File: src/rtl/process_run_queue.sv
// Process run queue: a circular FIFO of runnable pids with a membership
// bitmap that rejects duplicates and the reserved pid 0, plus a time-slice
// timer that raises a preemption pulse when a slice ends and work is waiting.
module process_run_queue #(
  parameter int unsigned pidBits     = 5,
  parameter int unsigned depth       = 32,
  parameter int unsigned sliceCycles = 256
) (
  input  logic                      clk,
  input  logic                      reset,
  input  logic                      enqValid,
  input  logic [pidBits-1:0]        enqPid,
  output logic                      enqReady,
  input  logic                      deqRequest,
  output logic                      deqValid,
  output logic [pidBits-1:0]        deqPid,
  input  logic                      sliceStart,
  output logic                      sliceExpired,
  output logic [$clog2(depth):0]    count,
  output logic                      empty,
  output logic                      error
);

  localparam int unsigned AW   = $clog2(depth);
  localparam int unsigned NPID = 1 << pidBits;
  localparam logic [AW:0] FULL_COUNT   = (AW+1)'(depth);
  localparam logic [15:0] SLICE_RELOAD = 16'(sliceCycles - 1);

  typedef enum logic {
    S_IDLE,
    S_COUNTING
  } slice_state_t;

  logic [pidBits-1:0] r_mem [depth];
  logic [AW-1:0]      r_head;
  logic [AW-1:0]      r_tail;
  logic [AW:0]        r_count;
  logic [NPID-1:0]    r_bitmap;
  logic               r_deqValid;
  logic [pidBits-1:0] r_deqPid;
  logic               r_error;

  slice_state_t       r_state;
  logic [15:0]        r_timer;
  logic               r_sliceExpired;

  slice_state_t       w_nextState;
  logic [15:0]        w_nextTimer;
  logic               w_nextExpired;

  logic               w_full;
  logic               w_empty;
  logic               w_enqHs;
  logic               w_enqBad;
  logic               w_enqDo;
  logic               w_deqDo;
  logic [pidBits-1:0] w_headPid;

  assign w_full    = (r_count == FULL_COUNT);
  assign w_empty   = (r_count == '0);
  assign w_enqHs   = enqValid && !w_full;
  // Duplicate check reads the registered bitmap, so a pid leaving this cycle
  // is still treated as present.
  assign w_enqBad  = w_enqHs && ((enqPid == '0) || r_bitmap[enqPid]);
  assign w_enqDo   = w_enqHs && !w_enqBad;
  assign w_deqDo   = deqRequest && !w_empty;
  assign w_headPid = r_mem[r_head];

  assign enqReady     = !w_full;
  assign empty        = w_empty;
  assign count        = r_count;
  assign deqValid     = r_deqValid;
  assign deqPid       = r_deqPid;
  assign error        = r_error;
  assign sliceExpired = r_sliceExpired;

  // Queue storage write port; contents are don't-care until written.
  always_ff @(posedge clk) begin
    if (!reset && w_enqDo) begin
      r_mem[r_tail] <= enqPid;
    end
  end

  // Queue pointers, occupancy, membership bitmap, dequeue output and error flag.
  always_ff @(posedge clk) begin
    if (reset) begin
      r_head     <= '0;
      r_tail     <= '0;
      r_count    <= '0;
      r_bitmap   <= '0;
      r_deqValid <= 1'b0;
      r_deqPid   <= '0;
      r_error    <= 1'b0;
    end else begin
      r_deqValid <= w_deqDo;
      if (w_deqDo) begin
        r_deqPid            <= w_headPid;
        r_head              <= r_head + 1'b1;
        r_bitmap[w_headPid] <= 1'b0;
      end
      // Accepted pid is never already in the bitmap, so it cannot collide
      // with the bit being cleared by a simultaneous dequeue.
      if (w_enqDo) begin
        r_tail           <= r_tail + 1'b1;
        r_bitmap[enqPid] <= 1'b1;
      end
      if (w_enqBad) begin
        r_error <= 1'b1;
      end
      case ({w_enqDo, w_deqDo})
        2'b10:   r_count <= r_count + 1'b1;
        2'b01:   r_count <= r_count - 1'b1;
        default: r_count <= r_count;
      endcase
    end
  end

  // Slice timer state, counter and registered preemption pulse.
  always_ff @(posedge clk) begin
    if (reset) begin
      r_state        <= S_IDLE;
      r_timer        <= '0;
      r_sliceExpired <= 1'b0;
    end else begin
      r_state        <= w_nextState;
      r_timer        <= w_nextTimer;
      r_sliceExpired <= w_nextExpired;
    end
  end

  // Slice timer next-state: restart wins over expiry; an expiry with nothing
  // queued silently starts another slice instead of preempting.
  always_comb begin
    w_nextState   = r_state;
    w_nextTimer   = r_timer;
    w_nextExpired = 1'b0;
    case (r_state)
      S_IDLE: begin
        if (sliceStart) begin
          w_nextState = S_COUNTING;
          w_nextTimer = SLICE_RELOAD;
        end
      end
      S_COUNTING: begin
        if (sliceStart) begin
          w_nextTimer = SLICE_RELOAD;
        end else if (r_timer != '0) begin
          w_nextTimer = r_timer - 16'd1;
        end else if (!w_empty) begin
          w_nextExpired = 1'b1;
          w_nextState   = S_IDLE;
        end else begin
          w_nextTimer = SLICE_RELOAD;
        end
      end
      default: begin
        w_nextState = S_IDLE;
      end
    endcase
  end

endmodule

File: config.mk
export PLATFORM = sky130hd
export DESIGN_NAME = process_run_queue
export DESIGN_NICKNAME = d
export VERILOG_FILES = /design/src/rtl/process_run_queue.sv
export SDC_FILE = /design/constraint.sdc
export NUM_CORES = 1
export LEC_CHECK = 0
export BUFFER_PORTS_ARGS = -buffer_cell sky130_fd_sc_hd__buf_2
export CAP_MARGIN = 20
export CORE_AREA = 3 3 164 166
export CTS_CLUSTER_DIAMETER = 60
export DETAILED_ROUTE_END_ITERATION = 6
export DIE_AREA = 0 0 167 169
export PLACE_DENSITY_LB_ADDON = 0.2
export SYNTH_ARGS = -nofsm -noshare
export SYNTH_HDL_FRONTEND = slang
export SYNTH_SLANG_ARGS = --single-unit
File: constraint.sdc
create_clock -name clk -period 10.9 [get_ports clk]
set_clock_uncertainty 0.2 [all_clocks]
set_input_delay 2.725 -clock clk [delete_from_list [all_inputs] [get_ports clk]]
set_output_delay 2.725 -clock clk [all_outputs]
set_load 0.02 [all_outputs]
==> results.ini, run 1 <==
[place]
place_hpwl_mm = 14.3
place_congestion = 0.839
dpl_cell_area_mm2 = 0.0106
io_buffers = 25
post-place-ws_ps = 3720

[layout]
fill_cells = 2256
nets = 747
drive_gt1_frac = 0.191
n_antenna_cell = 0
fin_util = 0.447
fin_area_mm2 = 0.0115
area_growth_pct = 12.7

[logic_synthesis]
synthFlopType = edfxtp_1
synth_top_area_share = 0.470
synthTopCellsByArea = edfxtp_1 (47%), dfxtp_1 (15%), mux4_2 (10%)
synth.distinct_cells = 58
ys_seq_area_frac = 0.621
async_flop_share = 0
yosysMostFrequentCell = edfxtp_1
synth_area_mm2 = 0.0102
synth_edf_count = 160
synthTopCellsByCount = edfxtp_1 (160), dfxtp_1 (77), a21oi_1 (46), mux4_2 (46), nor2_1 (40)
synth_fp_nets = 732
avgSynthCellArea_um2 = 14.4
ys_warn_count = 0
ys_ff_latch = 237
synthCells = 712
synth_top_cell_by_area = edfxtp_1

[global_route]
grt_pass1_wl_mm = 36.5
grt_pass1_vias = 6249
grt-ovfl-total = 0
grt_max_degree = 70
grtUsageTotal = 0.161
antenna_found_initial = 0

[worst_hold_path]
hold_end = deqPid[1]$_SDFFE_PP0N_
hold_path_class = register to register
min_from = deqPid[1]$_SDFFE_PP0N_
holdPathStages = 2

[die]
io_pins = 26
dieArea_mm2 = 0.0282
initial_utilization = 0.397
die_w_um = 167
fp-row-count = 59
die_h_um = 169
core-area_mm2 = 0.0258

[routing]
drc_errors = 0
routed_via_density = 5.72
wl_mm = 23.1
drtPass1Iterations = 5
drt-initial-drc-count = 418
routedWlPerCell_um = 21.3
ant_nets = 0
dr_total_vias = 6193

[timing]
period_share = 0.614
setup_tns_ps = 0
worst_slew_pin_slew_ps = 913
slew_headroom = 0.388
fin_ws_ps = 4200
rsz0062_at_grt = false
holdWs_ps = 261
drv_slew = 0
clock.fmax_ghz = 0.149
setup_viol = 0
period_needed_ps = 6700
hold_viol = 0

[worst_setup_path]
worstReg2RegEnd = count[4]$_SDFFE_PP0P_
crit_type = primary input to register
ff2ff_setup_slack_ps = 6610
setup.worst_path.end_class = register
rr_startpoint = count[1]$_SDFFE_PP0P_
crit_fanout = 43
critPathRequiredTime_ps = 11140
startpoint_type = primary input
rr_worst_depth = 13
arrival_ps = 6940

[clocking]
cts_buffers = 27
htreeDepth = 1
cts_hold_buf = 0
path_clk_slew_ps = 60
cts_resized = 0
clockBufferDepth = 3
cts_root_buf = clkbuf_16
clk_latency_ps = 520
cts_tree = yes
cts.sinks = 237
post-cts-setup-buffer-count = 0

[run_status]
status = finished, final reports clean

[power_and_ir_drop]
peakVddDrop_mv = 0.187
total_leakage_power_nw = 3.87
power_density_mw_per_mm2 = 215

[run]
max-cap-violations = 0

==> cell usage in the layout, fill, tap and decap left out, types with 13 or more instances in the layout <==
cell type and instances:
inv_1 15, nand2_1 15, nand4_1 34, xor2_1 18, buf_4 13, buf_2 25, and3_1 35, clkbuf_16 27
o21ai_0 24, edfxtp_1 160, a21oi_1 46, dfxtp_1 76, nor2_1 39, o21ai_1 17, mux4_2 46
==> stage by stage <==
| step | std cells | total power, W |
|---|---|---|
| floorplan | 712 | 0.00142 |
| global placement | 1031 | 0.00155 |
| detailed placement | 1031 | 0.00157 |
| CTS | 1080 | 0.00250 |
| global route | 1082 | 0.00259 |
| finish | 1082 | 0.00248 |
==> registers in the layout (all words and copies together), names as in the netlist, named ones only <==
| name | cells |
|---|---|
| error | 1 |
| r_head | 5 |
| deqPid | 5 |
| r_timer | 16 |
| deqValid | 1 |
| r_state | 1 |
| r_bitmap | 31 |
| r_mem | 160 |
| sliceExpired | 1 |
| r_tail | 5 |
| count | 6 |
==> where the power goes <==
group          internal [W]  total [W]  switching [W]
sequential         0.000997    0.00103      0.0000378
clock              0.000569   0.000932       0.000363
combinational      0.000198   0.000515       0.000317
==> metal layers <==
metal,vias up,global-route usage,share of wire
li1,2816,-,-
met1,3146,0.234,0.46
met4,0,0.0355,0.014
met2,200,0.260,0.48
met5,-,0,0
met3,31,0.0257,0.054
==> cells by family after synthesis <==
| logic type | synth area share |
|---|---|
| AO/OA/AOI/OAI | 0.0681 |
| XOR/XNOR | 0.0188 |
| adder cells (fa/ha/maj) | 0.0122 |
| buffers and inverters | 0.0333 |
| flip-flops | 0.621 |
| multiplexers | 0.142 |
| AND/OR/NAND/NOR | 0.105 |
==> cell type report <==
type	instances	area, um2	share of cell area
clock buffer	35	767	0.0666
clock inverter	14	163	0.0141
inverter	16	60.1	0.00521
timing repair buffer	39	230	0.0200
sequential	237	6350	0.551
multi-input combinational	406	3540	0.307
tap	335	419	0.0364
==> critical path, cell delays in order <==
cell	delay [ps]
buf_2	80
buf_4	420
mux4_2	580
a22o_1	230
a22oi_1	430
and2_1	200
buf_4	320
inv_1	160
ha_1	320
xor2_1	180
ha_1	170
a21oi_1	70
o21ai_0	200
a22oi_1	90
o221a_2	280
or3_1	300
a21oi_1	150
==> worst max path at each step <==
stage / from / to / slack, ps / cells after the start
4_1_cts: enqPid[0] / count[4]$_SDFFE_PP0P_ / 4260 / 17
2_1_floorplan: enqPid[1] / count[4]$_SDFFE_PP0P_ / 4540 / 18
6_report: enqPid[0] / count[4]$_SDFFE_PP0P_ / 4200 / 17
5_1_grt: enqPid[0] / count[5]$_SDFFE_PP0P_ / 3960 / 15
3_5_place_dp: enqPid[0] / count[4]$_SDFFE_PP0P_ / 3720 / 17
3_3_place_gp: enqPid[0] / count[4]$_SDFFE_PP0P_ / 3930 / 17
(Power assumes the default switching activity.)
==> inputs of run 2 (changes only) <==
==> constraint.sdc (replaced) <==
create_clock -name clk -period 6.6 [get_ports clk]
set_clock_uncertainty 0.2 [all_clocks]
set_input_delay 1.65 -clock clk [delete_from_list [all_inputs] [get_ports clk]]
set_output_delay 1.65 -clock clk [all_outputs]
set_load 0.02 [all_outputs]
==> run 2 against run 1 <==
Compared with the run above: total power is 62% higher; clock power grew 57%; first-iteration DRC count is 68% higher; register-to-register slack got worse by 4300 ps; wire length is 0.33% higher; core utilization is 0.28 points lower; sequential power grew 68%; design area shrank 0.63%; worst setup slack lost 2700 ps; highest routed layer unchanged.
==> results.ini, run 2 (synthesis gave the netlist of run 1 again) <==
[run_status]
status = finished, final reports clean

[layout]
final_common_cell = edfxtp_1
nets = 744
fin_area_mm2 = 0.0115
largest_reg_flops = 160
area_growth_pct = 12.0
regMostFlops = r_mem
reg_top3 = r_mem x160, r_bitmap x31, r_timer x16
n_antenna_cell = 0
drive_gt1_frac = 0.177
final_cell_mix = edfxtp_1 (160), dfxtp_1 (76), mux4_2 (46), a21oi_1 (46), nor2_1 (40)

[routing]
routed_via_density = 5.72
drtPass1Iterations = 5
drc_errors = 0
dr_total_vias = 6171
ant_nets = 0
routedWlPerCell_um = 21.4
wl_mm = 23.1
drt-initial-drc-count = 701

[worst_setup_path]
crit_type = primary input to register
startpoint_type = primary input
critPathRequiredTime_ps = 6850
rr_startpoint = count[1]$_SDFFE_PP0P_
crit_fanout = 30
critPathLaunch = enqPid[2]
arrival_ps = 5320
setup.worst_path.end_class = register

[die]
dieArea_mm2 = 0.0282
die_h_um = 169
initial_utilization = 0.397
fp-row-count = 59
die_w_um = 167
core-area_mm2 = 0.0258
io_pins = 26

[timing]
period_needed_ps = 5070
worst_slew_pin_slew_ps = 1110
fin_ws_ps = 1530
setup_tns_ps = 0
period_share = 0.768
clock.fmax_ghz = 0.197
setup_viol = 0
hold_viol = 0
holdWs_ps = 283
drv_slew = 0
slew_headroom = 0.253
rsz0062_at_grt = false

[place]
dpl_cell_area_mm2 = 0.0106
post-place-ws_ps = 1010
place_congestion = 0.795
io_buffers = 25
place_hpwl_mm = 15.2

[clocking]
post-cts-setup-buffer-count = 0
clk_latency_ps = 530
cts_resized = 0
cts_tree = yes
cts_root_buf = clkbuf_16
htreeDepth = 1
cts_buffers = 26
cts.sinks = 237
path_clk_slew_ps = 60
clockBufferDepth = 3
cts_hold_buf = 0

[global_route]
top_usage_layer = met2
grtUsageTotal = 0.164
antenna_found_initial = 0
grtUsageMet3 = 0.0315
grt_pass1_wl_mm = 36.5
use_met1 = 0.232
grt-ovfl-total = 0
grt_max_degree = 42
use_met2 = 0.264
grt_pass1_vias = 6316

[power_and_ir_drop]
total_leakage_power_nw = 3.81
clock_power_share = 0.363
peakVddDrop_mv = 0.255
p_int_w = 0.00287
sw_frac_of_total = 0.288
combPwrFrac = 0.207
switching_power_w = 0.00116
pwr-share-seq = 0.430
power_density_mw_per_mm2 = 352

[run]
max-cap-violations = 0

[worst_hold_path]
hold_path_class = register to register
min_from = r_bitmap[15]$_SDFF_PP0_

run 2: cell types whose count changed in the layout (fill, tap and decap cells not counted), moves of 2 or more:
| cell | before | now |
|---|---|---|
| clkbuf_1 | 1 | 7 |
| clkbuf_8 | 6 | 1 |
| clkinv_4 | 2 | 0 |
| clkinvlp_4 | 0 | 2 |
| inv_6 | 3 | 0 |
run 2: area by class of cell:
type | count | area, um2
Sequential cell | 237 | 6350
Tap cell | 335 | 419
Multi-Input combinational cell | 406 | 3540
Clock inverter | 14 | 184
Fill cell | 2260 | 14300
Inverter | 16 | 60.1
Timing Repair Buffer | 37 | 215
Clock buffer | 34 | 691
run 2: power groups by stage:
| stage | sequential, W | clock, W | combinational (W) |
|---|---|---|---|
| 2_1_floorplan | 0.00176 | 0 | 0.000592 |
| 3_3_place_gp | 0.00176 | 0 | 0.000812 |
| 3_5_place_dp | 0.00176 | 0 | 0.000828 |
| 4_1_cts | 0.00173 | 0.00149 | 0.000835 |
| 5_1_grt | 0.00174 | 0.00155 | 0.000907 |
| 6_report | 0.00173 | 0.00146 | 0.000832 |
run 2: worst max-delay path, cell delays in order:
cell,delay [ps]
buf_2,430
inv_1,370
mux4_2,380
o311a_1,350
and2_1,190
inv_1,120
ha_1,350
xor2_1,190
ha_1,170
a21oi_1,70
o21ai_0,200
a22oi_1,90
o221a_2,290
or3_1,300
a21oi_1,140
run 2: worst paths after layout:
kind / to / slack (ps) / cells past startpoint
setup / recovery: count[4]$_SDFFE_PP0P_ / 1530 / 15
hold / removal: r_bitmap[15]$_SDFF_PP0_ / 280 / 2
setup reg to reg: count[4]$_SDFFE_PP0P_ / 2330 / 13
hold reg to reg: r_bitmap[15]$_SDFF_PP0_ / 280 / 2
run 2: through the flow:
stage / total power (W) / instances / utilization
after global routing: 0.00421 / 1079 / 0.445
after detailed placement: 0.00259 / 1030 / 0.410
final: 0.00403 / 1079 / 0.445
after CTS: 0.00406 / 1078 / 0.444
after floorplan: 0.00235 / 712 / -
after global placement: 0.00257 / 1030 / 0.410
run 2: metal layers:
layer  routed length (um)  share of wire
met1                10200           0.44
met2                10900           0.47
met3                 1450          0.063
met4                  541          0.023
met5                    0              0
